==> src/rtl/seq_serializer.sv <==
`default_nettype none
// ============================================================================
//  Module   : seq_serializer
//  Function : Parallel-to-serial front end for the two-sequence detector.
//             Accepts WIDTH-bit words over valid/ready, shifts them onto the
//             single-bit x stream with no gaps between back-to-back words,
//             and keeps one word queued in a hold buffer.
//  Revision : 1.0  initial release
// ============================================================================
module seq_serializer #(
  parameter int WIDTH     = 8,
  parameter int MSB_FIRST = 1,
  parameter int IDLE_BIT  = 0
) (
  input  logic             clk,
  input  logic             reset,
  input  logic [WIDTH-1:0] data_in,
  input  logic             data_valid,
  output logic             data_ready,
  output logic             x,
  output logic             x_valid,
  output logic             word_done,
  output logic             busy
);

  localparam int            CW     = $clog2(WIDTH);
  localparam logic [CW-1:0] c_last = CW'(WIDTH - 1);
  localparam logic [CW-1:0] c_one  = CW'(1);
  localparam logic          c_idle = (IDLE_BIT != 0);

  typedef enum logic [0:0] {
    ST_IDLE  = 1'b0,
    ST_SHIFT = 1'b1
  } state_t;

  state_t           r_state;
  logic [WIDTH-1:0] r_shift;
  logic [CW-1:0]    r_bit_cnt;
  logic [WIDTH-1:0] r_hold;
  logic             r_hold_full;
  logic             r_x;
  logic             r_x_valid;
  logic             r_word_done;

  logic             w_accept;
  logic [WIDTH-1:0] w_load_word;
  logic             w_load_first;
  logic [WIDTH-1:0] w_load_rest;
  logic             w_head;
  logic [WIDTH-1:0] w_shift_next;
  logic [CW-1:0]    w_cnt_inc;

  // The hold buffer is the only thing that can refuse a word, so ready is
  // purely a function of its flag and never loops back from data_valid.
  assign data_ready = ~r_hold_full;
  assign w_accept   = data_valid & ~r_hold_full;
  assign busy       = (r_state == ST_SHIFT) | r_hold_full;
  assign x          = r_x;
  assign x_valid    = r_x_valid;
  assign word_done  = r_word_done;
  assign w_cnt_inc  = r_bit_cnt + c_one;

  // A held word always has priority over the input port when a new word is
  // loaded; in IDLE the hold buffer is necessarily empty.
  assign w_load_word = r_hold_full ? r_hold : data_in;

  // Bit order: the first bit goes straight to x on load, and the shift
  // register keeps the remaining bits with the next one at its head.
  generate
    if (MSB_FIRST != 0) begin : g_msb_first
      assign w_load_first = w_load_word[WIDTH-1];
      assign w_load_rest  = {w_load_word[WIDTH-2:0], 1'b0};
      assign w_head       = r_shift[WIDTH-1];
      assign w_shift_next = {r_shift[WIDTH-2:0], 1'b0};
    end else begin : g_lsb_first
      assign w_load_first = w_load_word[0];
      assign w_load_rest  = {1'b0, w_load_word[WIDTH-1:1]};
      assign w_head       = r_shift[0];
      assign w_shift_next = {1'b0, r_shift[WIDTH-1:1]};
    end
  endgenerate

  // Control FSM, shifter, hold buffer and registered outputs.
  always_ff @(posedge clk or posedge reset) begin
    if (reset) begin
      r_state     <= ST_IDLE;
      r_shift     <= '0;
      r_bit_cnt   <= '0;
      r_hold      <= '0;
      r_hold_full <= 1'b0;
      r_x         <= c_idle;
      r_x_valid   <= 1'b0;
      r_word_done <= 1'b0;
    end else begin
      case (r_state)
        ST_IDLE: begin
          if (w_accept) begin
            r_shift     <= w_load_rest;
            r_x         <= w_load_first;
            r_x_valid   <= 1'b1;
            r_bit_cnt   <= '0;
            r_word_done <= 1'b0;
            r_state     <= ST_SHIFT;
          end
        end

        ST_SHIFT: begin
          if (r_bit_cnt != c_last) begin
            // Mid-word: advance one bit, queue an offered word in the hold.
            r_x         <= w_head;
            r_shift     <= w_shift_next;
            r_bit_cnt   <= w_cnt_inc;
            r_word_done <= (w_cnt_inc == c_last);
            if (w_accept) begin
              r_hold      <= data_in;
              r_hold_full <= 1'b1;
            end
          end else if (r_hold_full) begin
            // Last bit on x: the held word follows with no gap.
            r_shift     <= w_load_rest;
            r_x         <= w_load_first;
            r_bit_cnt   <= '0;
            r_word_done <= 1'b0;
            r_hold_full <= 1'b0;
          end else if (w_accept) begin
            // Last bit on x and a word arrives now: bypass the hold buffer.
            r_shift     <= w_load_rest;
            r_x         <= w_load_first;
            r_bit_cnt   <= '0;
            r_word_done <= 1'b0;
          end else begin
            r_x         <= c_idle;
            r_x_valid   <= 1'b0;
            r_bit_cnt   <= '0;
            r_word_done <= 1'b0;
            r_state     <= ST_IDLE;
          end
        end

        default: begin
          r_state <= ST_IDLE;
        end
      endcase
    end
  end

endmodule
`default_nettype wire

==> config.mk <==
export PLATFORM = sky130hd
export DESIGN_NAME = seq_serializer
export DESIGN_NICKNAME = d
export VERILOG_FILES = /design/src/rtl/seq_serializer.sv
export SDC_FILE = /design/constraint.sdc
export NUM_CORES = 1
export LEC_CHECK = 0
export ABC_AREA = 1
export BUFFER_PORTS_ARGS = -buffer_cell sky130_fd_sc_hd__buf_2
export CAP_MARGIN = 25
export CORE_MARGIN = 10
export CORE_UTILIZATION = 25
export CTS_CLUSTER_SIZE = 30
export DETAILED_ROUTE_END_ITERATION = 7
export MAX_ROUTING_LAYER = met4
export PLACE_DENSITY = 0.48
export SETUP_SLACK_MARGIN = 0.15
export SKIP_CTS_REPAIR_TIMING = 1
export SYNTH_ARGS = -nofsm -noshare
export SYNTH_HDL_FRONTEND = slang
export SYNTH_SLANG_ARGS = --single-unit
==> constraint.sdc <==
create_clock -name clk -period 3.04 [get_ports clk]
set_input_delay 0.152 -clock clk [delete_from_list [all_inputs] [get_ports clk]]
set_output_delay 0.152 -clock clk [all_outputs]
set_load 0.005 [all_outputs]
Word level (Yosys, flattened, before mapping)
Index checks and enable logic that the tools add are counted.
- bits in registers: 24
- input port bits: 11
- output and inout port bits: 5
- eq/ne operators: 7
- mux-type cells: 26
- bitwise logic cells: 4
- add/sub/neg operators: 1
- reduce and logical (&&, ||, !) cells: 3
- operators by type and width (cell ; number):
    two-way mux 8 bit ; 4
    case mux 8 bit (2 select lines) ; 1
    two-way mux 1 bit ; 14
    != test 2 bit, second input constant ; 5
    case mux 1 bit (2 select lines) ; 4
    two-way mux 3 bit ; 2
    case mux 3 bit (2 select lines) ; 1
    AND reduction 4 bit ; 1
    adder 3 x 1 -> 3 bit, second input constant ; 1
    equality test 3 bit, second input constant ; 1
    != test 3 bit, second input constant ; 1
    AND reduction 3 bit ; 1
    inverter 1 bit ; 2
    AND reduction 2 bit ; 1
    AND 1 bit ; 1
    bitwise OR 1 bit ; 1

Depth between registers and ports, before layout
Gate-level depths: netlist (run 1).
- depth after elaboration: 6
- depth in mapped cells: 7
- depth with buffers taken out: 7

Least setup slack after synthesis (run 1)
Ideal clock, no wire load.
- path kind: register to register
- start: register r_bit_cnt[0]
- end: register r_hold[0]
- data required time: 2.923 ns
- setup time: 0.117 ns
- period minus slack after synthesis: 1.508 ns
- slack: 1.532 ns
- data arrival time: 1.390 ns
- stages on the path, launching flop included: 8
- path buffers: 1
- cells stage by stage: dfrtp_1 -> ha_1 -> ha_1 -> nor2_8 -> nand2_4 -> buf_6 -> nand2_1 -> o21ai_2
- cells in the longest elaborated chain, start to end: 2
- RTL lines (what ; RTL line ; RTL):
    start, declared ; 38 ; logic [CW-1:0] r_bit_cnt;
    start signal, assigned ; 112 ; r_bit_cnt <= w_cnt_inc;
    != test 3 bit ; 108 ; if (r_bit_cnt != c_last) begin
    AND reduction 3 bit (no line) ; n/a ;
    end signal, assigned ; 115 ; r_hold <= data_in;
    end, declared ; 39 ; logic [WIDTH-1:0] r_hold;
Every way passes these cells.
A chain may end at the register's enable or synchronous reset.

Worst setup path after layout (run 1)
- start: register r_bit_cnt[0]
- end: register r_hold[3]
Same word-level chain as after synthesis.

==> flow_summary.ini, run 1 <==
[outcome]
outcome = finished, final reports clean

[floorplanning]
rows = 25
ios = 16
die_w_microns = 90.5
core_sq_mm = 0.00479
die_h_microns = 90.5
die_area_sq_mm = 0.00820
start_util_pct = 26.0

[yosys]
syn-num-nets = 169
synthesis.yosys.warnings = 0
synth-seq-cells = 24
seq_area_frac_synth_pct = 48.3
syn_avg_cell_area_sq_um = 8.08
synth_area_sq_mm = 0.00124
synth_cell_types = 19
synth_cells = 154

[clock_tree]
clockBufferDepth = 2
cts_tree = built
htree_levels = 1
clk_latency_ps = 260
clk_pin_slew_ps = 90
clkSinkCount = 24
root_buffer = clkbuf_8
cts_made_buffers = 3

[global_route]
gr-total-overflow = 0
grt_max_degree = 25
grt_pass1_wl_microns = 4510
grt_pass1_vias = 989
antenna_found_initial = 0
grt_use_total_pct = 6.73

[critical_path]
cpLargestDelayFamily = simple AND/OR/NAND/NOR gates
crit_path_start_kind = flop
worst_setup_path_end_kind = flop
slowest_delay_ps = 410
critPathMaxFanout = 15
r2r_cells = 6
path_class = reg -> reg
critical_path_buf_inv_count = 0
cp_common_cell = ha_1
critical_path_arrival_ps = 1770
crit_slowest_cell = dfrtp_1
crit_cells = 6
crit_required_ps = 3200
cp_cell_sequence = ha_1 -> ha_1 -> nor2_8 -> nand2_4 -> nand2_1 -> o21ai_2

[layout]
finish.utilization_pct = 30.0
fillCellCount = 517
num-nets-final = 186
syn_to_final_growth_pct = 15.4
design_area_sq_mm = 0.00144
multi_input_area_sq_um = 546
final_common_cell = nand2_1
diodes = 0
drive_above_1_share_pct = 19.4
final_cell_mix = nand2_1 (50), dfrtp_1 (24), inv_1 (18)
regArea_sq_um = 601

[timing]
tightestPinTransition_ps = 911
setup_tns_ps = 0
period_share_pct = 53.0
relSlewSlack_pct = 39.2
grt_setup_unrepaired = no
min_period_ps = 1610
skew_ps = 1.81
setup_ws_ps = 1430
drv_slew = 0
fmax_ghz = 0.621
hold_violations = 0
finalSetupViolCount = 0

[drt]
drc = 0
routed_via_density = 4.14
final_antenna_net_count = 0
drtIter0Drc = 41
wire_per_inst_microns = 11.2
routed_wirelength_microns = 2650
vias = 980
firstDrtPassIters = 4

[worst_hold_path]
min_path_type = in -> async

[power]
p_leak_nw = 0.761
pwr_density_cell_mw_per_mm2 = 870
irDropWorstVdd_mv = 0.200

[placement]
port-buffer-count = 15
gp_congestion = 0.769
dpl.hpwl_microns = 1860
pre_cts_slack_ps = 1440
placed_area_sq_mm = 0.00138

[job]
drv_cap = 0
final timing paths:
check / slack (ps) / startpoint / to
worst max-delay path: 1430 / r_bit_cnt[0] / r_hold[3]
worst min-delay path: 70 / reset / r_bit_cnt[2]
worst max register to register: 1430 / r_bit_cnt[0] / r_hold[3]
worst min register to register: 480 / r_hold[7] / r_hold[7]
max in group asynchronous: 2410 / reset / r_hold[7]
min in group clk: 140 / data_in[7] / r_hold[7]
layout make-up:
class / count / share of cell area, %
clock buffers: 4 / 3.84
inverters: 20 / 5.23
multi-input cells: 107 / 38.0
flip-flops and latches: 24 / 41.8
well taps: 67 / 5.84
repair buffers: 15 / 5.23
logic make-up after synthesis:
logic type	share of synthesized area, %
AOI/OAI and AO/OA	9.96
adders and majority gates	4.02
buffers and inverters	7.85
DFF	48.3
and+or+nand+nor	29.9
registers in the layout, summed over array words and instances (netlist names):
signal       cells
r_hold           8
r_hold_full      1
word_done        1
r_bit_cnt        3
x_valid          1
r_shift          8
r_state          1
x                1
synth_stat cells:
cell type,n,area share [%]
nand2_1,50,15
dfrtp_1,24,48
inv_1,18,5.4
nand3_1,16,6.4
nor2_1,13,3.9
a21oi_1,8,3.2
o21ai_2,7,4.9
ha_1,4,4.0
o21ai_0,3,1.2
inv_2,2,0.60
buf_4,1,0.60
buf_6,1,0.91
clkbuf_1,1,0.30
nand2_2,1,0.50
nand2_4,1,0.91
nor2_4,1,0.91
nor2_8,1,1.6
o21a_1,1,0.60
or2_2,1,0.50
worst reg2reg max path: stages (launching register included):
cell,delay (ps)
dfrtp_1,410
ha_1,230
ha_1,280
nor2_8,230
nand2_4,180
nand2_1,120
o21ai_2,50
routing by layer:
metal | track usage, % | part of all wire [%]
met1 | 8.12 | 50
met2 | 10.7 | 47
met3 | 1.08 | 1.4
met4 | 3.18 | 1.1
met5 | - | 0
power by group:
group / switching [W] / leakage (nW) / internal [W]
Combinational: 0.000298 / 0.429 / 0.000186
Sequential: 0.000100 / 0.302 / 0.000446
Clock: 0.000103 / 0.0288 / 0.000115
Total: 0.000501 / 0.761 / 0.000748
metrics by stage:
| step | cells | total power, W | hold slack [ps] |
|---|---|---|---|
| after floorplan | 154 | 0.000923 | 167 |
| after global placement | 233 | 0.00105 | 420 |
| after detailed placement | 233 | 0.00105 | 417 |
| after CTS | 237 | 0.00127 | 123 |
| after global routing | 237 | 0.00137 | 152 |
| final | 237 | 0.00125 | 75.0 |
Note: power is estimated with default switching activity, not from simulation.
==> run 2, diff against run 1 <==
--- a/config.mk
+++ b/config.mk
@@ -5,7 +5,7 @@
 export SDC_FILE = /design/constraint.sdc
 export NUM_CORES = 1
 export LEC_CHECK = 0
-export ABC_AREA = 1
+export ABC_AREA = 0
 export BUFFER_PORTS_ARGS = -buffer_cell sky130_fd_sc_hd__buf_2
 export CAP_MARGIN = 25
 export CORE_MARGIN = 10
@@ -13,7 +13,7 @@
 export CTS_CLUSTER_SIZE = 30
 export DETAILED_ROUTE_END_ITERATION = 7
 export MAX_ROUTING_LAYER = met4
-export PLACE_DENSITY = 0.48
+export PLACE_DENSITY = 0.49
 export SETUP_SLACK_MARGIN = 0.15
 export SKIP_CTS_REPAIR_TIMING = 1
 export SYNTH_ARGS = -nofsm -noshare
==> constraint.sdc (replaced) <==
create_clock -name clk -period 1.34 [get_ports clk]
set_input_delay 0.067 -clock clk [delete_from_list [all_inputs] [get_ports clk]]
set_output_delay 0.067 -clock clk [all_outputs]
set_load 0.005 [all_outputs]
==> flow_summary.ini, run 2 <==
[layout]
diodes = 0
num-nets-final = 153
drive_above_1_share_pct = 49.6
syn_to_final_growth_pct = 41.5
final_common_cell = dfrtp_1
stdcell_count = 204
design_area_sq_mm = 0.00181
final_cell_mix = dfrtp_1 (22), buf_2 (15), mux2i_1 (14), buf_4 (14)
biggestRegsByFlops = r_hold: 8 flops, r_shift: 8 flops, r_bit_cnt: 3 flops
finish.utilization_pct = 37.4

[floorplanning]
ios = 16
die_area_sq_mm = 0.00838
die_h_microns = 91.6
die_w_microns = 91.6
core_sq_mm = 0.00485
rows = 25
start_util_pct = 26.4

[drt]
routed_via_density = 4.63
wire_per_inst_microns = 15.2
drtIter0Drc = 51
routed_wirelength_microns = 3100
vias = 944
final_antenna_net_count = 0
firstDrtPassIters = 4
drc = 0

[critical_path]
critPathMaxFanout = 8
slowest_delay_ps = 400
critical_path_arrival_ps = 1750
path_class = reg -> reg
crit_path_start_kind = flop
cp_cell_sequence = ha_2 -> ha_4 -> nand2b_4 -> nor2_8 -> mux2_1
crit_required_ps = 1500
crit_slowest_cell = dfrtp_1
worst_setup_path_end_kind = flop

[power]
pwr-share-seq_pct = 35.0
p_leak_nw = 0.814
irDropWorstVdd_mv = 1.19
pwr-share-clk_pct = 16.1
netSwitchingFraction_pct = 35.8
p_sw_w = 0.00141
p_int_w = 0.00253
pwr_density_cell_mw_per_mm2 = 2180
p_comb_share_pct = 48.9
p_total_w = 0.00394

[placement]
pre_cts_slack_ps = -398
port-buffer-count = 15
gp_congestion = 0.716
placed_area_sq_mm = 0.00151
dp.cells = 194
dpl.hpwl_microns = 2180

[global_route]
grt_pass1_vias = 1044
grt_pass1_wl_microns = 5010
antenna_found_initial = 0
grt_max_degree = 25
grt_use_total_pct = 7.50
gr-total-overflow = 0

[timing]
hold_violations = 0
finalSetupViolCount = 16
period_share_pct = 119
relSlewSlack_pct = 78.9
setup_ws_ps = -251
grt_setup_unrepaired = yes
tightestPinTransition_ps = 315
fmax_ghz = 0.628
min_period_ps = 1590
skew_ps = 7.92
drv_slew = 0

[yosys]
synth-seq-cells = 24
synth_cell_types = 27
synthesis.yosys.warnings = 0
async_flop_share_pct = 100
synth_top_cell_area_share_pct = 46.9
yosysMostFrequentCell = dfrtp_1
synth_edf_count = 0
syn-num-nets = 121
synth_cells = 106
ys_top_cells_by_count = dfrtp_1 (24), mux2i_1 (14), mux2_1 (8), o22ai_1 (8)
ys_top_cells_by_area = dfrtp_1 (47%), mux2i_1 (11%), a221oi_2 (7.0%)
ys.flop_type = dfrtp_1
seq_area_frac_synth_pct = 46.9
syn_avg_cell_area_sq_um = 12.1
synth_area_sq_mm = 0.00128
synth_top_cell_by_area = dfrtp_1

[clock_tree]
htree_levels = 1
clk_pin_slew_ps = 90
clk_latency_ps = 270
root_buffer = clkbuf_8
cts_made_buffers = 3
clockBufferDepth = 2
clkSinkCount = 24
cts_tree = built

[outcome]
violations = setup timing
outcome = finished, violations left

[worst_hold_path]
min_path_type = in -> reg

[job]
drv_cap = 0
[run 2: changes by cell type after synthesis, sizes merged, moves of 3 or more]
cell    delta
nand2     -46
inv       -15
mux2i     +14
nor2      -13
nand3     -12
mux2       +8
o22ai      +8
a221oi     +7
o21ai      -6
a21oi      -4
buf        +4
nand2b     +3
[run 2: layout make-up]
class / count / area (sq um)
clock buffer: 3 / 41.3
clock inverter: 1 / 30.0
fill: 482 / 3040
inverter: 5 / 26.3
multi-input combinational: 70 / 788
sequential: 24 / 603
tap: 67 / 83.8
timing repair buffer: 34 / 239
[run 2: worst paths after layout]
path                                   start  slack (ps)  depth (start not counted)         to
worst max-delay path            r_bit_cnt[1]        -250                          5  r_hold[2]
worst min-delay path              data_in[7]          30                          2  r_hold[7]
worst max register to register  r_bit_cnt[1]        -250                          5  r_hold[2]
worst min register to register     r_hold[7]         490                          1  r_hold[7]
max in group asynchronous              reset         700                          4    r_state
min in group asynchronous              reset         370                          4  r_hold[7]
[run 2: critical path, delay by kind of cell (launching register included)]
| kind | cells | cell delay (ps) |
|---|---|---|
| adder cells (fa/ha/maj) | 2 | 380 |
| flip-flops | 1 | 400 |
| multiplexers | 1 | 350 |
| AND/OR/NAND/NOR | 2 | 360 |
[run 2: kinds of logic after synthesis]
group                    Yosys count  share of synthesized area [%]
AO/OA/AOI/OAI                     26                           16.5
flip-flops                        24                           46.9
multiplexers                      22                           18.0
AND/OR/NAND/NOR                   18                           8.80
buffers and inverters             12                           5.86
adder cells (fa/ha/maj)            4                           3.91
[run 2: routing by layer]
layer	share of wire, %	GRT usage, %
met1	48	9.58
met2	48	11.4
met3	3.6	2.22
met4	0.45	1.44
met5	0	-
[run 2: metrics by stage]
stage          TNS (ps)  hold slack (ps)
6_report          -2730             32.4
5_1_grt           -3810             36.3
4_1_cts           -5700             -162
3_5_place_dp      -5260              134
3_3_place_gp      -4610              133
2_1_floorplan     -2240             81.6
[run 2: power by group through the flow]
stage / sequential [W] / combinational, W / clock [W]
finish: 0.00138 / 0.00193 / 0.000634
global route: 0.00142 / 0.00212 / 0.000686
CTS: 0.00127 / 0.00143 / 0.000651
detailed placement: 0.00129 / 0.00142 / 0
global placement: 0.00128 / 0.00138 / 0
floorplan: 0.00123 / 0.00108 / 0
